### config.mk
export PLATFORM = sky130hd
export DESIGN_NAME = fft_frame_ctrl_flat
export DESIGN_NICKNAME = d
export VERILOG_FILES = /design/src/rtl/fft_frame_ctrl_if.sv /design/src/rtl/fft_frame_ctrl.sv /design/src/flat_wrapper.sv
export SDC_FILE = /design/constraint.sdc
export NUM_CORES = 1
export LEC_CHECK = 0
export CAP_MARGIN = 5
export CORE_MARGIN = 4
export CORE_UTILIZATION = 40
export CTS_CLUSTER_DIAMETER = 50
export CTS_CLUSTER_SIZE = 28
export DETAILED_ROUTE_END_ITERATION = 16
export PLACE_DENSITY = 0.85
export SETUP_SLACK_MARGIN = 0.4
export SLEW_MARGIN = 20
export SYNTH_ARGS = -nofsm -noshare
export SYNTH_HDL_FRONTEND = slang
export SYNTH_SLANG_ARGS = --single-unit
### constraint.sdc
create_clock -name i_clk -period 3.2 [get_ports i_clk]
set_input_delay 0.32 -clock i_clk [delete_from_list [all_inputs] [get_ports i_clk]]
set_output_delay 0.32 -clock i_clk [all_outputs]
set_load 0.005 [all_outputs]
### src/rtl/fft_frame_ctrl_if.sv
// Signal bundle between fft_frame_ctrl and its surroundings: sample source,
// FFT core data/config channels, core output monitor and status.
interface fft_frame_ctrl_if #(
  parameter int unsigned CFG_W = 16
);
  logic [CFG_W-1:0] i_cfg_word;
  logic             i_cfg_load;
  logic [31:0]      i_data;
  logic             i_data_valid;
  logic             o_data_ready;
  logic [31:0]      o_fft_tdata;
  logic             o_fft_tvalid;
  logic             o_fft_tlast;
  logic             i_fft_tready;
  logic [CFG_W-1:0] o_cfg_tdata;
  logic             o_cfg_tvalid;
  logic             i_cfg_tready;
  logic             i_out_tvalid;
  logic             i_out_tready;
  logic             i_evt_tlast_err;
  logic             o_busy;
  logic [1:0]       o_err;
  logic [15:0]      o_frames_done;

  modport slave (
    input  i_cfg_word, i_cfg_load, i_data, i_data_valid, i_fft_tready,
           i_cfg_tready, i_out_tvalid, i_out_tready, i_evt_tlast_err,
    output o_data_ready, o_fft_tdata, o_fft_tvalid, o_fft_tlast,
           o_cfg_tdata, o_cfg_tvalid, o_busy, o_err, o_frames_done
  );

  modport master (
    output i_cfg_word, i_cfg_load, i_data, i_data_valid, i_fft_tready,
           i_cfg_tready, i_out_tvalid, i_out_tready, i_evt_tlast_err,
    input  o_data_ready, o_fft_tdata, o_fft_tvalid, o_fft_tlast,
           o_cfg_tdata, o_cfg_tvalid, o_busy, o_err, o_frames_done
  );
endinterface

### src/rtl/fft_frame_ctrl.sv
// FFT core sequencer: config write, framed sample gating with tlast, in-flight
// frame tracking and drained reconfiguration. Watchdog: FFT_FRAME_WATCHDOG_EN.
module fft_frame_ctrl #(
  parameter int unsigned      FRAME_LEN   = 1024,
  parameter int unsigned      CFG_W       = 16,
  parameter logic [CFG_W-1:0] CFG_DEFAULT = CFG_W'(16'h0001),
  parameter int unsigned      MAX_OUTST   = 4,
  parameter int unsigned      TIMEOUT_CYC = 4096
) (
  input  logic             i_clk,
  input  logic             i_rst,
  fft_frame_ctrl_if.slave  bus
);

  localparam int unsigned     CW        = (FRAME_LEN > 2) ? $clog2(FRAME_LEN) : 1;
  localparam int unsigned     OW        = $clog2(MAX_OUTST + 1);
  localparam logic [CW-1:0]   LAST_IDX  = CW'(FRAME_LEN - 1);
  localparam logic [OW-1:0]   OUTST_MAX = OW'(MAX_OUTST);

  typedef enum logic [1:0] {
    ST_CFG,
    ST_RUN,
    ST_DRAIN
  } state_t;

  state_t           r_state;
  state_t           w_state_nxt;
  logic [CFG_W-1:0] r_cfg_reg;
  logic [CFG_W-1:0] r_cfg_latch;
  logic             r_pending;
  logic             r_cfg_tvalid;
  logic             r_busy;
  logic             r_err0;
  logic             w_err1;
  logic [CW-1:0]    r_in_cnt;
  logic [CW-1:0]    r_out_cnt;
  logic [CW-1:0]    w_in_cnt_nxt;
  logic [CW-1:0]    w_out_cnt_nxt;
  logic [OW-1:0]    r_outst;
  logic [OW-1:0]    w_outst_nxt;
  logic [15:0]      r_frames_done;
  logic             w_gate;
  logic             w_apply;
  logic             w_fft_tvalid;
  logic             w_in_beat;
  logic             w_in_last;
  logic             w_out_beat;
  logic             w_out_ok;
  logic             w_out_wrap;
  logic             w_busy_nxt;

  always_comb begin
    w_state_nxt = r_state;
    w_gate      = 1'b0;
    w_apply     = 1'b0;
    case (r_state)
      ST_CFG: begin
        if (r_cfg_tvalid && bus.i_cfg_tready) w_state_nxt = ST_RUN;
      end
      ST_RUN: begin
        // A pending config blocks only the start of a new frame, never mid-frame.
        w_gate = ((r_outst < OUTST_MAX) || (r_in_cnt != '0)) &&
                 !(r_pending && (r_in_cnt == '0));
        if (r_pending && (r_in_cnt == '0)) w_state_nxt = ST_DRAIN;
      end
      ST_DRAIN: begin
        if ((r_outst == '0) && (r_out_cnt == '0)) begin
          w_apply     = 1'b1;
          w_state_nxt = ST_CFG;
        end
      end
      default: w_state_nxt = ST_CFG;
    endcase
  end

  assign w_fft_tvalid = bus.i_data_valid & w_gate;
  assign w_in_beat    = w_fft_tvalid & bus.i_fft_tready;
  assign w_in_last    = w_in_beat & (r_in_cnt == LAST_IDX);
  assign w_out_beat   = bus.i_out_tvalid & bus.i_out_tready;
  assign w_out_ok     = w_out_beat & (r_outst != '0);
  assign w_out_wrap   = w_out_ok & (r_out_cnt == LAST_IDX);

  always_comb begin
    w_in_cnt_nxt  = w_in_beat ? r_in_cnt + CW'(1) : r_in_cnt;
    w_out_cnt_nxt = w_out_ok ? r_out_cnt + CW'(1) : r_out_cnt;
    w_outst_nxt   = r_outst;
    case ({w_in_last, w_out_wrap})
      2'b10:   w_outst_nxt = r_outst + OW'(1);
      2'b01:   w_outst_nxt = r_outst - OW'(1);
      default: w_outst_nxt = r_outst;
    endcase
    w_busy_nxt = (w_state_nxt != ST_RUN) || (w_outst_nxt != '0) ||
                 (w_in_cnt_nxt != '0);
  end

  always_ff @(posedge i_clk or posedge i_rst) begin
    if (i_rst) begin
      r_state       <= ST_CFG;
      r_cfg_reg     <= CFG_DEFAULT;
      r_cfg_latch   <= CFG_DEFAULT;
      r_pending     <= 1'b0;
      r_cfg_tvalid  <= 1'b0;
      r_busy        <= 1'b1;
      r_err0        <= 1'b0;
      r_in_cnt      <= '0;
      r_out_cnt     <= '0;
      r_outst       <= '0;
      r_frames_done <= '0;
    end else begin
      r_state      <= w_state_nxt;
      r_cfg_tvalid <= (w_state_nxt == ST_CFG);
      r_busy       <= w_busy_nxt;
      r_in_cnt     <= w_in_cnt_nxt;
      r_out_cnt    <= w_out_cnt_nxt;
      r_outst      <= w_outst_nxt;
      // A load landing on the drain-exit cycle is taken directly as the new config.
      if (w_apply) begin
        r_cfg_reg <= bus.i_cfg_load ? bus.i_cfg_word : r_cfg_latch;
      end
      if (bus.i_cfg_load) begin
        r_cfg_latch <= bus.i_cfg_word;
        r_pending   <= ~w_apply;
      end else if (w_apply) begin
        r_pending <= 1'b0;
      end
      if (bus.i_evt_tlast_err || (w_out_beat && (r_outst == '0))) begin
        r_err0 <= 1'b1;
      end
      if (w_out_wrap) r_frames_done <= r_frames_done + 16'd1;
    end
  end

`ifdef FFT_FRAME_WATCHDOG_EN
  localparam logic [12:0] WD_LIMIT = 13'(TIMEOUT_CYC);

  logic [12:0] r_wd_cnt;
  logic [12:0] w_wd_nxt;
  logic        r_wd_err;

  always_comb begin
    w_wd_nxt = '0;
    if ((r_state == ST_RUN) && ((r_in_cnt != '0) || (r_outst != '0)) &&
        !(w_in_beat || w_out_beat)) begin
      w_wd_nxt = (r_wd_cnt >= WD_LIMIT) ? r_wd_cnt : r_wd_cnt + 13'd1;
    end
  end

  always_ff @(posedge i_clk or posedge i_rst) begin
    if (i_rst) begin
      r_wd_cnt <= '0;
      r_wd_err <= 1'b0;
    end else begin
      r_wd_cnt <= w_wd_nxt;
      if (w_wd_nxt >= WD_LIMIT) r_wd_err <= 1'b1;
    end
  end

  assign w_err1 = r_wd_err;
`else
  assign w_err1 = 1'b0;
`endif

  assign bus.o_fft_tdata   = bus.i_data;
  assign bus.o_fft_tvalid  = w_fft_tvalid;
  assign bus.o_fft_tlast   = w_fft_tvalid & (r_in_cnt == LAST_IDX);
  assign bus.o_data_ready  = bus.i_fft_tready & w_gate;
  assign bus.o_cfg_tdata   = r_cfg_reg;
  assign bus.o_cfg_tvalid  = r_cfg_tvalid;
  assign bus.o_busy        = r_busy;
  assign bus.o_err         = {w_err1, r_err0};
  assign bus.o_frames_done = r_frames_done;

endmodule

### src/flat_wrapper.sv
// flat-port wrapper written by rule: the top's interface ports become plain ports
module fft_frame_ctrl_flat 
#(
  parameter int unsigned      FRAME_LEN   = 1024,
  parameter int unsigned      CFG_W       = 16,
  parameter logic [CFG_W-1:0] CFG_DEFAULT = CFG_W'(16'h0001),
  parameter int unsigned      MAX_OUTST   = 4,
  parameter int unsigned      TIMEOUT_CYC = 4096
)
  (i_clk, i_rst, bus_i_cfg_word, bus_i_cfg_load, bus_i_data, bus_i_data_valid, bus_i_fft_tready, bus_i_cfg_tready, bus_i_out_tvalid, bus_i_out_tready, bus_i_evt_tlast_err, bus_o_data_ready, bus_o_fft_tdata, bus_o_fft_tvalid, bus_o_fft_tlast, bus_o_cfg_tdata, bus_o_cfg_tvalid, bus_o_busy, bus_o_err, bus_o_frames_done);
  fft_frame_ctrl_if #(.CFG_W(CFG_W)) bus_i ();
  input  logic i_clk;
  input  logic i_rst;
  input wire logic [$bits(bus_i.i_cfg_word)-1:0] bus_i_cfg_word;
  input wire logic [$bits(bus_i.i_cfg_load)-1:0] bus_i_cfg_load;
  input wire logic [$bits(bus_i.i_data)-1:0] bus_i_data;
  input wire logic [$bits(bus_i.i_data_valid)-1:0] bus_i_data_valid;
  input wire logic [$bits(bus_i.i_fft_tready)-1:0] bus_i_fft_tready;
  input wire logic [$bits(bus_i.i_cfg_tready)-1:0] bus_i_cfg_tready;
  input wire logic [$bits(bus_i.i_out_tvalid)-1:0] bus_i_out_tvalid;
  input wire logic [$bits(bus_i.i_out_tready)-1:0] bus_i_out_tready;
  input wire logic [$bits(bus_i.i_evt_tlast_err)-1:0] bus_i_evt_tlast_err;
  output wire logic [$bits(bus_i.o_data_ready)-1:0] bus_o_data_ready;
  output wire logic [$bits(bus_i.o_fft_tdata)-1:0] bus_o_fft_tdata;
  output wire logic [$bits(bus_i.o_fft_tvalid)-1:0] bus_o_fft_tvalid;
  output wire logic [$bits(bus_i.o_fft_tlast)-1:0] bus_o_fft_tlast;
  output wire logic [$bits(bus_i.o_cfg_tdata)-1:0] bus_o_cfg_tdata;
  output wire logic [$bits(bus_i.o_cfg_tvalid)-1:0] bus_o_cfg_tvalid;
  output wire logic [$bits(bus_i.o_busy)-1:0] bus_o_busy;
  output wire logic [$bits(bus_i.o_err)-1:0] bus_o_err;
  output wire logic [$bits(bus_i.o_frames_done)-1:0] bus_o_frames_done;
  assign bus_i.i_cfg_word = bus_i_cfg_word;
  assign bus_i.i_cfg_load = bus_i_cfg_load;
  assign bus_i.i_data = bus_i_data;
  assign bus_i.i_data_valid = bus_i_data_valid;
  assign bus_i.i_fft_tready = bus_i_fft_tready;
  assign bus_i.i_cfg_tready = bus_i_cfg_tready;
  assign bus_i.i_out_tvalid = bus_i_out_tvalid;
  assign bus_i.i_out_tready = bus_i_out_tready;
  assign bus_i.i_evt_tlast_err = bus_i_evt_tlast_err;
  assign bus_o_data_ready = bus_i.o_data_ready;
  assign bus_o_fft_tdata = bus_i.o_fft_tdata;
  assign bus_o_fft_tvalid = bus_i.o_fft_tvalid;
  assign bus_o_fft_tlast = bus_i.o_fft_tlast;
  assign bus_o_cfg_tdata = bus_i.o_cfg_tdata;
  assign bus_o_cfg_tvalid = bus_i.o_cfg_tvalid;
  assign bus_o_busy = bus_i.o_busy;
  assign bus_o_err = bus_i.o_err;
  assign bus_o_frames_done = bus_i.o_frames_done;
  fft_frame_ctrl #(.FRAME_LEN(FRAME_LEN), .CFG_W(CFG_W), .CFG_DEFAULT(CFG_DEFAULT), .MAX_OUTST(MAX_OUTST), .TIMEOUT_CYC(TIMEOUT_CYC)) u_core (.i_clk(i_clk), .i_rst(i_rst), .bus(bus_i));
endmodule
# Word level (Yosys, flattened, before mapping)
# Index checks and enable logic that the tools add are counted.
[word_totals]
ff_bits = 77
in_bits = 57
out_inout_bits = 71
wordCells = 65
[op_classes]
n_addsub = 5
n_lt_le_gt_ge = 1
n_eq_ne = 7
mux = 12
n_bitwise = 9
n_reduce_logical = 20
[ops]
columns = ["cell", "n"]
rows = [
  ["$add 10x1->10 const B", 2],
  ["$eq 10x10->1 const B", 2],
  ["$logic_not 10->1", 2],
  ["$reduce_bool 10->1", 2],
  ["$add 16x1->16 const B", 1],
  ["$mux 16", 1],
  ["$mux 10", 1],
  ["$and 1x1->1", 8],
  ["$mux 2", 3],
  ["$pmux 2 s3", 1],
  ["$pmux 3 s2", 1],
  ["$reduce_bool 3->1", 2],
  ["$logic_and 1x1->1", 5],
  ["$mux 1", 5],
  ["$eq 2x1->1 const B", 2],
  ["$eq 2x2->1 const B", 2],
  ["$logic_not 2->1", 2],
  ["$logic_or 1x1->1", 4],
  ["$add 3x1->3 const B", 1],
  ["$logic_not 3->1", 1],
  ["$lt 3x3->1 const B", 1],
  ["$sub 3x1->3 const B", 1],
  ["$ne 2x1->1 const B", 1],
  ["$reduce_bool 2->1", 1],
  ["other kinds (2)", 2],
]

# Depth between registers and ports, before layout
# Gate-level depths: netlist of run 1.
[depth]
ltp_word = 13
ltp_mapped = 14
mapped_depth_nobuf = 14

# Worst setup path after synthesis of run 1
# No wires, ideal clock.
[synth_timing]
path_kind = "reg-to-reg"
startpoint = "reg u_core.r_in_cnt[0]"
endpoint = "reg u_core.r_busy, in the netlist u_core.bus.o_busy"
setup_time_ps = 106
t_arrival_ps = 2911
t_required_ps = 3094
setup_slack_ps = 183
path_stages_with_launch = 15
path_buffers = 0
synth_period_minus_slack_ps = 3017
path_cell_list = "dfrtp_1 -> inv_1 -> ha_1 -> or4b_1 -> and4bb_4 -> nor4_1 -> nand2_1 -> ha_1 -> inv_1 -> fa_1 -> xor2_1 -> nor2_1 -> xor2_1 -> a2111oi_0 -> o2111ai_1"
[synth_via]
elab_chain_len = 13
elab_cells_between_ends = 23
cone_classes = "add/sub (1); eq/ne (4); mux (5); bitwise (3); reduce/logical (10)"
[synth_lines]
columns = ["item", "line", "source"]
rows = [
  ["start, declared", "fft_frame_ctrl.sv:35", "logic [CW-1:0] r_in_cnt;"],
  ["start signal, assigned", "fft_frame_ctrl.sv:113", "r_in_cnt <= w_in_cnt_nxt;"],
  ["$logic_not 10->1", "fft_frame_ctrl.sv:63", "!(r_pending && (r_in_cnt == '0));"],
  ["$logic_and 1x1->1", "fft_frame_ctrl.sv:63", ""],
  ["$logic_not 1->1", "fft_frame_ctrl.sv:63", ""],
  ["$logic_and 1x1->1", "fft_frame_ctrl.sv:62", "w_gate = ((r_outst < OUTST_MAX) || (r_in_cnt != '0)) &&"],
  ["$mux 1", "fft_frame_ctrl.sv:56", "case (r_state)"],
  ["$and 1x1->1", "fft_frame_ctrl.sv:76", "assign w_fft_tvalid = bus.i_data_valid & w_gate;"],
  ["$and 1x1->1", "fft_frame_ctrl.sv:77", "assign w_in_beat = w_fft_tvalid & bus.i_fft_tready;"],
  ["$and 1x1->1 *", "fft_frame_ctrl.sv:78", "assign w_in_last = w_in_beat & (r_in_cnt == LAST_IDX);"],
  ["$eq 2x1->1 / $eq 2x2->1 (equally long branches)", "fft_frame_ctrl.sv:87", "case ({w_in_last, w_out_wrap})"],
  ["$pmux 3 s2 *", "fft_frame_ctrl.sv:87", ""],
  ["net u_core.w_outst_nxt[2]", "fft_frame_ctrl.sv:40", "logic [OW-1:0] w_outst_nxt;"],
  ["$reduce_bool 3->1 *", "fft_frame_ctrl.sv:92", "w_busy_nxt = (w_state_nxt != ST_RUN) || (w_outst_nxt != '0) ||"],
  ["$logic_or 1x1->1 * (2 in series)", "fft_frame_ctrl.sv:92", ""],
  ["net u_core.w_busy_nxt", "fft_frame_ctrl.sv:50", "logic w_busy_nxt;"],
  ["end signal, assigned", "fft_frame_ctrl.sv:112", "r_busy <= w_busy_nxt;"],
  ["end, declared", "fft_frame_ctrl.sv:32", "logic r_busy;"],
]
# The timed path passes the listed nets; every way through them passes the cells marked *.
# A chain may end at the register's enable or synchronous reset.

# Worst setup path in the final report of run 1
[layout_timing]
startpoint = "reg u_core.r_in_cnt[0]"
endpoint = "reg u_core.r_busy, in the netlist u_core.bus.o_busy"
[layout_via]
elab_chain_len = 13
elab_cells_between_ends = 23
cone_classes = "add/sub (1); eq/ne (4); mux (5); bitwise (3); reduce/logical (10)"
[layout_lines]
columns = ["item", "line"]
rows = [
  ["$logic_not 10->1", "fft_frame_ctrl.sv:63, fft_frame_ctrl.sv:64"],
  ["$logic_and 1x1->1", "fft_frame_ctrl.sv:63, fft_frame_ctrl.sv:64"],
  ["$logic_not 1->1", "fft_frame_ctrl.sv:63"],
  ["$logic_and 1x1->1", "fft_frame_ctrl.sv:62"],
  ["$mux 1", "fft_frame_ctrl.sv:56"],
  ["$and 1x1->1", "fft_frame_ctrl.sv:76"],
  ["$and 1x1->1", "fft_frame_ctrl.sv:77"],
  ["$and 1x1->1", "fft_frame_ctrl.sv:78"],
  ["$eq 2x1->1 / $eq 2x2->1 (equally long branches)", "fft_frame_ctrl.sv:87"],
  ["$pmux 3 s2", "fft_frame_ctrl.sv:87"],
  ["$reduce_bool 3->1", "fft_frame_ctrl.sv:92"],
  ["$logic_or 1x1->1", "fft_frame_ctrl.sv:92"],
  ["$logic_or 1x1->1 *", "fft_frame_ctrl.sv:92"],
  ["net u_core.w_busy_nxt", "fft_frame_ctrl.sv:50"],
]
# Marks and branches as above.

==> summary.md, run 1 <==
| Metric | Value |
|---|---|
| Status | completed |
| Cells after Synth | 317 |
| YS warnings | 0 |
| Min cycle time layout | 3.092 ns |
| Maximum clock insertion buffer count | 2 |
| PortBufs | 62 |
| P_leak | 0.002055 uW |
| Initial antenna violation count | 0 |
| Pwr Density | 540.2 nW/um2 |
| First-pass detailed-route iteration total | 4 |
| Routed Wire Length | 7455 um |
| Area leader, netlist | dfrtp_1 |
| Antenna-violating nets left | 0 |
| Vias per cell | 5.055 |
| Worst r2r src | u_core.r_in_cnt[0]$_DFF_PP0_ |
| Number of enable flip-flop cells after synthesis | 0 |
| CP startpoint kind | flop |
| Post-route worst setup slack | 0.1082 ns |
| CTS tree | built |
| Top-count cell post-synth | dfrtp_1 |
| Share of layout cells above drive strength 1 | 23.22% |
| Mapped Area | 3760 um2 |
| Clock edge transition at the registers on the reported setup and hold paths | 0.08 ns |
| GR Util met2 | 23.14% |
| Relative slew slack | 47.60% |
| DP Worst Slack | 0.004022 ns |
| Crit path buf inv count | 2 |
| Final Cycle Share | 96.62% |
| Clock Skews | 0.009883 ns |
| Worst IR Drop VDD | 0.3254 mV |
| Setup_tns | 0 ns |
| Final Slew Violations | 0 |
| Final hold violation count | 0 |
| Count of distinct cell types in the synthesized netlist | 46 |
| Async SR Flop Fraction | 100.0% |
| GR met3 Demand/Resource | 3.274% |
| Num CTS Buffers | 9 |
| Synth top area cells | dfrtp_1, mux2_2, buf_4 |
| Top-area cell type share of the netlist area | 49.25% |
| Worst Tran Pin Value | 0.7836 ns |
| Seq cells post-synth | 77 |
| Final Wtd Congestion | 0.8095 |
| Drt drc | 0 |
| Clock latency on the worst-skew pair | 0.34 ns |
| Vias in the first global route | 2579 |
| Critical Path AT | 3.34 ns |
| Placed cells | 454 |
| CP max stage cell | fa_2 |
| Most common cell type on the critical path | inv_2 |
| H-tree levels | 3 |
| CTS Hold Buffers Added | 0 |
| # nets final | 425 |
| 1st-iter DRT viols | 92 |
| CP max FO | 2 |
| Clk sinks | 77 |
| Die X | 105.0 um |
| Total Die Area | 11010 um2 |
| RR Endpoint | u_core.bus.o_busy$_DFF_PP1_ |
| Initial Util | 40.88% |
| # setup viols final | 0 |
| R2R cell count | 13 |
| Setup crit end kind | flop |
| Post-route cell area | 4586 um2 |
| Hold Crit Class | in -> async |
| RSZ-0062 raised after global routing | yes |
| Row count | 35 |
| Crit path cell chain | inv_2, ha_4, or4b_4, and4bb_4, nor4_2, nand2_1, ha_2, inv_2, fa_2, nor2b_4, a21oi_2, a2111oi_2, o2111ai_1 |
| Syn avg cell area | 11.86 um2 |
| All-layer global routing usage | 14.10% |
| Layout Cells excl Fill | 477 |
| Worst R2R Setup Slack | 0.11 ns |
| Post-Syn Nets | 381 |
| Critical path required time | 3.44 ns |
| Hold_ws | 0.4084 ns |
| Top delay family on crit path | simple AND/OR/NAND/NOR gates |
| Ports | 128 |
| Vias after detailed routing | 2411 |
| Placed instance area | 4270 um2 |
| Grt total ovfl | 0 |
| Die Ht | 105.0 um |
| Layout area overhead | 21.96% |
| Slowest stage delay, CP | 0.51 ns |
| Ant. Diodes | 0 |
| Drt wl/cell | 15.63 um |
| CTS Root Cell | clkbuf_8 |
| Max cap viols | 0 |
| First-pass GRT wire length | 12560 um |
| Gr busiest metal | met2 |
| Seq/Total Area, Yosys | 51.35% |
| FMAX | 323.4 MHz |
| Synth top cells by count | dfrtp_1, buf_4, mux2_2 |
| Pin count of the biggest net entering global routing | 47 |
| Synth Flop Type | dfrtp_1 |
| HPWL after DPL | 5283 um |
| Core area | 9196 um2 |
| GR Util met1 | 17.25% |
| Crit path kind | reg -> reg |
cells in the final DEF, fill, tap and decap left out, types with 3 or more instances in the layout:
cell and n:
dfrtp_1 74, clkdlybuf4s50_1 60, mux2_2 33, xnor2_1 27
nand2_1 22, nor2_1 15, nand3_1 13, clkbuf_8 11
xor2_1 10, buf_4 10, nand4_1 7, inv_1 6
and3_1 6, nor3_1 4, inv_2 4, ha_1 4
nor2b_1 3, and4_1 3, a21oi_1 3, o21ai_0 3
dfstp_2 3
where the power goes:
part	total, uW	internal (uW)	switching (uW)	leakage (uW)
Combinational	543	292	251	0.000958
Clock	743	401	342	0.000102
Sequential	1190	1080	114	0.000995
Total	2480	1770	707	0.00205
per-stage QoR:
stage	total power (uW)	utilization, %
floorplan	1529	-
detailed placement	1671	46.44
finish	2477	49.86
global placement	1642	46.44
CTS	2461	49.05
global route	2613	49.86
layout make-up:
class                   instances  area [um2]
clock buffers                  12       155.1
multi-input cells             190        1555
clock inverters                 4       47.55
repair buffers                 73       720.7
well taps                     111       138.9
flip-flops and latches         77        1931
inverters                      10       37.54
fillers                       808        4611
kinds of logic (layout without fill, tap and decap cells):
group	after synthesis	in the layout	synth area share (%)
adders and majority gates	7	7	2.529
other	1	1	0.09974
xor gates and xnor gates	38	38	8.852
AOI/OAI and AO/OA	14	14	2.629
DFF	77	77	51.35
buffers and inverters	50	99	8.752
muxes	35	35	10.42
and+or+nand+nor	95	95	15.38
repair_timing:
| action | 4_1_cts | 5_1_grt |
|---|---|---|
| pin swaps | 6 | 5 |
| buffers inserted | 3 | 4 |
| hold endpoints to repair | 0 | 0 |
| endpoints found under the setup margin | 1 | 5 |
| resized for setup | 6 | 12 |
layer usage:
| metal | vias to the layer above | part of all wire [%] |
|---|---|---|
| met5 | - | 0 |
| met3 | 15 | 5.5 |
| met4 | 0 | 2.2 |
| met2 | 69 | 51 |
| met1 | 1185 | 41 |
| li1 | 1142 | - |
sequential cells by signal (all words and copies together) (netlist names):
| register | cells |
|---|---|
| u_core.bus.o_cfg_tvalid | 1 |
| u_core.r_outst | 3 |
| u_core.r_state | 2 |
| u_core.r_out_cnt | 10 |
| u_core.r_in_cnt | 10 |
| u_core.r_cfg_latch | 16 |
| u_core.bus.o_cfg_tdata | 16 |
| u_core.bus.o_busy | 1 |
| u_core.r_pending | 1 |
| u_core.r_err0 | 1 |
| u_core.bus.o_frames_done | 16 |
worst register-to-register path: cells and delay by family (launching register included):
kind | cells | cell delay (ns)
AOI/OAI and AO/OA | 3 | 0.54
and+or+nand+nor | 5 | 1.07
buffers and inverters | 2 | 0.14
DFF | 1 | 0.40
adders and majority gates | 3 | 0.84
worst max-delay path by stage:
stage | start | to | slack (ns) | cells after the start
floorplan | u_core.r_in_cnt[0]$_DFF_PP0_ | u_core.bus.o_busy$_DFF_PP1_ | 0.18 | 14
global placement | u_core.r_in_cnt[1]$_DFF_PP0_ | u_core.bus.o_busy$_DFF_PP1_ | 0.16 | 14
detailed placement | u_core.r_in_cnt[1]$_DFF_PP0_ | u_core.bus.o_busy$_DFF_PP1_ | 0.004 | 14
CTS | u_core.r_in_cnt[0]$_DFF_PP0_ | u_core.bus.o_busy$_DFF_PP1_ | 0.11 | 14
global route | u_core.r_in_cnt[0]$_DFF_PP0_ | u_core.bus.o_busy$_DFF_PP1_ | -0.05 | 13
finish | u_core.r_in_cnt[0]$_DFF_PP0_ | u_core.bus.o_busy$_DFF_PP1_ | 0.11 | 13
Note: power is estimated with default switching activity, not from simulation.
==> run 2: changes to the inputs <==
Settings changed: PLACE_DENSITY 0.85 to 0.82.
Clock period 3.2 ns to 3.3 ns, I/O delays scaled along.
==> run 2 against run 1 <==
Net effect:
- largest power group unchanged
- fmax rose by 1.0%
- clock-buffer cell count shrank 1
- critical path type unchanged
- routed wire length up 0.93%
- critical endpoint unchanged
- final cell count is 3.4% higher
- worst setup slack better by 0.13 ns
- utilization is 1.0 points higher
==> summary.md, run 2 (same netlist as run 1, synthesis figures left out) <==
| Metric | Value |
|---|---|
| Status | completed (unchanged) |
| P_leak | 0.002097 uW (was 0.002055 uW) |
| Drt drc | 0 (unchanged) |
| All-layer global routing usage | 14.46% (was 14.10%) |
| Row count | 35 (unchanged) |
| Critical Path AT | 3.32 ns (was 3.34 ns) |
| Clock edge transition at the registers on the reported setup and hold paths | 0.08 ns (about the same) |
| First-pass GRT wire length | 12870 um (was 12560 um) |
| CTS tree | built (unchanged) |
| CP max FO | 2 (unchanged) |
| CTS Hold Buffers Added | 0 (unchanged) |
| Layout area overhead | 24.49% (was 21.96%) |
| Initial Util | 40.88% (unchanged) |
| Setup crit end kind | flop (unchanged) |
| RSZ-0062 raised after global routing | yes (unchanged) |
| Critical path required time | 3.56 ns (was 3.44 ns) |
| Vias in the first global route | 2709 (was 2579) |
| Drt wl/cell | 15.26 um (was 15.63 um) |
| R2R cell count | 14 (was 13) |
| Clk sinks | 77 (unchanged) |
| HPWL after DPL | 5067 um (was 5283 um) |
| Grt total ovfl | 0 (unchanged) |
| Pwr Density | 538.2 nW/um2 (was 540.2 nW/um2) |
| Ports | 128 (unchanged) |
| Ant. Diodes | 0 (unchanged) |
| Worst r2r src | u_core.r_in_cnt[0]$_DFF_PP0_ (unchanged) |
| Post-layout util | 50.90% (was 49.86%) |
| Relative slew slack | 43.22% (was 47.60%) |
| Final Cycle Share | 92.75% (was 96.62%) |
| Antenna-violating nets left | 0 (unchanged) |
| Setup_tns | 0 ns (unchanged) |
| Vias per cell | 5.108 (was 5.055) |
| Final Slew Violations | 0 (unchanged) |
| Maximum clock insertion buffer count | 2 (unchanged) |
| Worst Tran Pin Value | 0.8490 ns (was 0.7836 ns) |
| CTS Root Cell | clkbuf_8 (unchanged) |
| Initial antenna violation count | 0 (unchanged) |
| Final Wtd Congestion | 0.8224 (was 0.8095) |
| Routed Wire Length | 7524 um (was 7455 um) |
| Core area | 9196 um2 (unchanged) |
| Vias after detailed routing | 2518 (was 2411) |
| # setup viols final | 0 (unchanged) |
| Clock Skews | 0.01351 ns (was 0.009883 ns) |
| Min cycle time layout | 3.061 ns (was 3.092 ns) |
| Worst R2R Setup Slack | 0.24 ns (was 0.11 ns) |
| Share of layout cells above drive strength 1 | 25.39% (was 23.22%) |
| PortBufs | 62 (unchanged) |
| RR Endpoint | u_core.bus.o_busy$_DFF_PP1_ (unchanged) |
| CP startpoint kind | flop (unchanged) |
| Most frequent cells in the layout | dfrtp_1, clkdlybuf4s50_1, mux2_2 (unchanged) |
| H-tree levels | 3 (unchanged) |
| Worst IR Drop VDD | 0.2208 mV (was 0.3254 mV) |
| FMAX | 326.7 MHz (was 323.4 MHz) |
| Pin count of the biggest net entering global routing | 46 (was 47) |
| Power Total | 2519 uW (was 2477 uW) |
| Die X | 105.0 um (unchanged) |
| First-pass detailed-route iteration total | 4 (unchanged) |
| Hold Crit Class | in -> async (unchanged) |
| # nets final | 441 (was 425) |
| Die Ht | 105.0 um (unchanged) |
| Total Die Area | 11010 um2 (unchanged) |
| 1st-iter DRT viols | 59 (was 92) |
| Num CTS Buffers | 9 (unchanged) |
| Final hold violation count | 0 (unchanged) |
| Clock latency on the worst-skew pair | 0.35 ns (was 0.34 ns) |
| Max cap viols | 0 (unchanged) |
| Crit path kind | reg -> reg (unchanged) |
| Most common cell after layout, fill and taps aside | dfrtp_1 (unchanged) |
==> run 2: worst max-delay path by stage <==
stage,start,end,slack (ns),depth (start not counted)
6_report,u_core.r_in_cnt[0]$_DFF_PP0_,u_core.bus.o_busy$_DFF_PP1_,0.24,14
4_1_cts,u_core.r_in_cnt[0]$_DFF_PP0_,u_core.bus.o_busy$_DFF_PP1_,0.27,13
3_5_place_dp,u_core.r_in_cnt[1]$_DFF_PP0_,u_core.bus.o_busy$_DFF_PP1_,0.004,14
2_1_floorplan,u_core.r_in_cnt[0]$_DFF_PP0_,u_core.bus.o_busy$_DFF_PP1_,0.28,14
3_3_place_gp,u_core.r_in_cnt[1]$_DFF_PP0_,u_core.bus.o_busy$_DFF_PP1_,0.20,14
5_1_grt,u_core.r_in_cnt[0]$_DFF_PP0_,u_core.bus.o_busy$_DFF_PP1_,0.11,14
==> run 2: cell type report <==
class / count / area, um2
Fill cell: 815 / 4516
Sequential cell: 77 / 1931
Multi-Input combinational cell: 190 / 1550
Timing Repair Buffer: 89 / 839.6
Tap cell: 111 / 138.9
Clock buffer: 11 / 131.4
Clock inverter: 5 / 52.55
Inverter: 10 / 37.54
==> run 2: stage by stage <==
step           std cells  hold slack, ns  setup slack, ns  cell area [um2]
6_report             493          0.4075           0.2393             4681
5_1_grt              493          0.4591           0.1084             4681
4_1_cts              492          0.4186           0.2703             4649
3_5_place_dp         453          0.4657         0.003558             4263
3_3_place_gp         453          0.4586           0.2050             4263
2_1_floorplan        317          0.4479           0.2830             3760
==> run 2: worst max-delay path, stage by stage, from the launching register on <==
cell       delay, ns
dfrtp_1         0.41
inv_2           0.07
ha_1            0.16
or4b_4          0.47
and4bb_4        0.33
nor4_2          0.05
nand2_1         0.11
ha_4            0.15
inv_2           0.04
fa_2            0.33
xor2_1          0.19
nor2_1          0.07
xor2_1          0.16
a2111oi_2       0.29
o2111ai_1       0.15
==> run 2: power breakdown <==
| group | switching (uW) | internal, uW | total, uW |
|---|---|---|---|
| Clock | 340 | 346 | 686 |
| Combinational | 274 | 407 | 680 |
| Sequential | 108 | 1040 | 1150 |
==> run 2: timing repair <==
| item | in CTS | in global routing |
|---|---|---|
| gates resized for setup | 10 | 4 |
| pin swaps | 5 | 6 |
| setup endpoints to repair | 1 | 3 |
| setup buffers | 23 | 1 |
==> run 2: per-layer routing <==
metal	up-vias	track usage [%]	wire, um
met4	0	5.342	141
met2	78	24.15	3771
met3	15	5.435	446
met5	-	0	0
met1	1249	16.95	3166
li1	1176	-	-
==> run 3: changes to the inputs <==
Clock period 3.3 ns to 3 ns, I/O delays scaled along.
==> run 3 against run 2 <==
Net effect:
- the run now ends with negative setup slack left
- via count decreased by 3.5%
- register-to-register slack got worse by 0.36 ns
- first-iteration DRC count increased by 51%
- die area unchanged
- largest cell class unchanged
- largest power group unchanged
==> summary.md, run 3 (same netlist as run 1, synthesis figures left out) <==
| Metric | Value |
|---|---|
| Status | finished, violations left (was completed) |
| Failing checks | negative setup slack |
| Grt total ovfl | 0 (unchanged) |
| Initial Util | 40.88% (unchanged) |
| Layout Cells excl Fill | 486 (was 493) |
| Clock edge transition at the registers on the reported setup and hold paths | 0.09 ns (was 0.08 ns) |
| R2R cell count | 13 (was 14) |
| Most common cell after layout, fill and taps aside | dfrtp_1 (unchanged) |
| Core area | 9196 um2 (unchanged) |
| Pin count of the biggest net entering global routing | 47 (was 46) |
| CP startpoint kind | flop (unchanged) |
| Placed cells | 465 (was 453) |
| Ports | 128 (unchanged) |
| Ant. Diodes | 0 (unchanged) |
| Final hold violation count | 0 (unchanged) |
| Final Wtd Congestion | 0.8774 (was 0.8224) |
| 1st-iter DRT viols | 89 (was 59) |
| First-pass detailed-route iteration total | 4 (unchanged) |
| Vias per cell | 5.000 (was 5.108) |
| Post-layout util | 50.30% (was 50.90%) |
| Reg area | 1931 um2 (unchanged) |
| Antenna-violating nets left | 0 (unchanged) |
| CTS Root Cell | clkbuf_8 (unchanged) |
| H-tree levels | 3 (unchanged) |
| Share of layout cells above drive strength 1 | 24.53% (was 25.39%) |
| Clock latency on the worst-skew pair | 0.34 ns (was 0.35 ns) |
| HPWL after DPL | 5068 um (was 5067 um) |
| RSZ-0062 raised after global routing | yes (unchanged) |
| All-layer global routing usage | 13.50% (was 14.46%) |
| FMAX | 320.1 MHz (was 326.7 MHz) |
| Die Ht | 105.0 um (unchanged) |
| Maximum clock insertion buffer count | 2 (unchanged) |
| Critical path launch point | u_core.r_in_cnt[1]$_DFF_PP0_ (was u_core.r_in_cnt[0]$_DFF_PP0_) |
| Number of fill cells | 814 (was 815) |
| DP Worst Slack | -0.07902 ns (was 0.003558 ns) |
| P_leak | 0.002063 uW (was 0.002097 uW) |
| PortBufs | 62 (unchanged) |
| Final Cycle Share | 104.1% (was 92.75%) |
| CTS tree | built (unchanged) |
| # nets final | 434 (was 441) |
| Worst Tran Pin Value | 0.8019 ns (was 0.8490 ns) |
| Critical path required time | 3.24 ns (was 3.56 ns) |
| Post-route worst setup slack | -0.1242 ns (was 0.2393 ns) |
| # setup viols final | 1 (was 0) |
| Area of the multi-input gates | 1544 um2 (was 1550 um2) |
| First-pass GRT wire length | 12150 um (was 12870 um) |
| Hold Crit Class | in -> async (unchanged) |
| Pwr Density | 560.0 nW/um2 (was 538.2 nW/um2) |
| Num CTS Buffers | 9 (unchanged) |
| Worst r2r src | u_core.r_in_cnt[1]$_DFF_PP0_ (was u_core.r_in_cnt[0]$_DFF_PP0_) |
| CP max FO | 2 (unchanged) |
| Most frequent cells in the layout | dfrtp_1, clkdlybuf4s50_1, mux2_2 (unchanged) |
| Vias in the first global route | 2495 (was 2709) |
| Critical Path AT | 3.37 ns (was 3.32 ns) |
| Drt wl/cell | 14.82 um (was 15.26 um) |
| Routed Wire Length | 7204 um (was 7524 um) |
| Hold_ws | 0.3810 ns (was 0.4075 ns) |
| Worst IR Drop VDD | 0.2518 mV (was 0.2208 mV) |
| Final Slew Violations | 0 (unchanged) |
| Row count | 35 (unchanged) |
| Die X | 105.0 um (unchanged) |
| Relative slew slack | 46.37% (was 43.22%) |
| RR Endpoint | u_core.bus.o_busy$_DFF_PP1_ (unchanged) |
| Crit path kind | reg -> reg (unchanged) |
| Worst R2R Setup Slack | -0.12 ns (was 0.24 ns) |
| Clk sinks | 77 (unchanged) |
| Min cycle time layout | 3.124 ns (was 3.061 ns) |
| Vias after detailed routing | 2430 (was 2518) |
| Clock Skews | 0.01451 ns (was 0.01351 ns) |
| Max cap viols | 0 (unchanged) |
| Initial antenna violation count | 0 (unchanged) |
| Setup crit end kind | flop (unchanged) |
| Setup_tns | -0.1242 ns (was 0 ns) |
| Drt drc | 0 (unchanged) |
| Total Die Area | 11010 um2 (unchanged) |
| Layout area overhead | 23.03% (was 24.49%) |
run 3: cell types whose count changed in the layout (fill, tap and decap cells not counted), moves of 2 or more:
cell,before,now
ha_2,0,2
clkdlybuf4s50_1,62,59
clkinv_2,3,1
buf_4,25,19
clkinvlp_4,1,4
dlygate4sd2_1,0,2
run 3: through the flow:
stage	instance area [um2]	power, uW
after floorplan	3760	1633
after global placement	4353	1801
after detailed placement	4353	1819
after CTS	4576	2601
after global routing	4626	2734
final	4626	2591
run 3: layout make-up:
type | instances | area share, %
clock inverter | 6 | 1.407
multi-input combinational | 190 | 33.38
sequential | 77 | 41.74
clock buffer | 10 | 2.759
tap | 111 | 3.002
inverter | 10 | 0.8115
timing repair buffer | 82 | 16.91
run 3: timing repair:
item | 4_1_cts | 5_1_grt
endpoints found under the hold margin | 0 | 0
setup endpoints to repair | 5 | 3
pin swaps | 0 | 9
hold buffers | 0 | 0
buffers inserted | 2 | 3
gates resized for setup | 9 | 8
run 3: worst max path at each step:
stage                                  end  slack, ns  depth (start not counted)
4_1_cts        u_core.bus.o_busy$_DFF_PP1_     -0.005                         14
3_3_place_gp   u_core.bus.o_busy$_DFF_PP1_     -0.007                         14
6_report       u_core.bus.o_busy$_DFF_PP1_      -0.12                         13
2_1_floorplan  u_core.bus.o_busy$_DFF_PP1_     0.0002                         14
5_1_grt        u_core.bus.o_busy$_DFF_PP1_      -0.23                         13
3_5_place_dp   u_core.bus.o_busy$_DFF_PP1_      -0.08                         14
run 3: routing by layer:
| layer | track usage [%] | wire length (um) | part of all wire, % |
|---|---|---|---|
| met1 | 17.03 | 3124 | 43 |
| met2 | 21.36 | 3551 | 49 |
| met3 | 5.127 | 452 | 6.3 |
| met4 | 4.499 | 76 | 1.1 |
| met5 | 0 | 0 | 0 |
run 3: worst max-delay path: stages (launching register included):
cell and delay [ns]:
dfrtp_1 0.40, inv_1 0.08, ha_2 0.16, or4b_4 0.46
and4bb_4 0.39, nor4_4 0.05, nand2_1 0.08, ha_2 0.19
inv_2 0.04, fa_2 0.52, nor2b_4 0.16, a21oi_2 0.07
a2111oi_2 0.29, o2111ai_1 0.17
run 3: where the power goes:
group,leakage (uW),internal [uW],switching (uW)
Clock,0.0000845,383,381
Combinational,0.000984,301,273
Sequential,0.000995,1150,103
Total,0.00206,1830,757
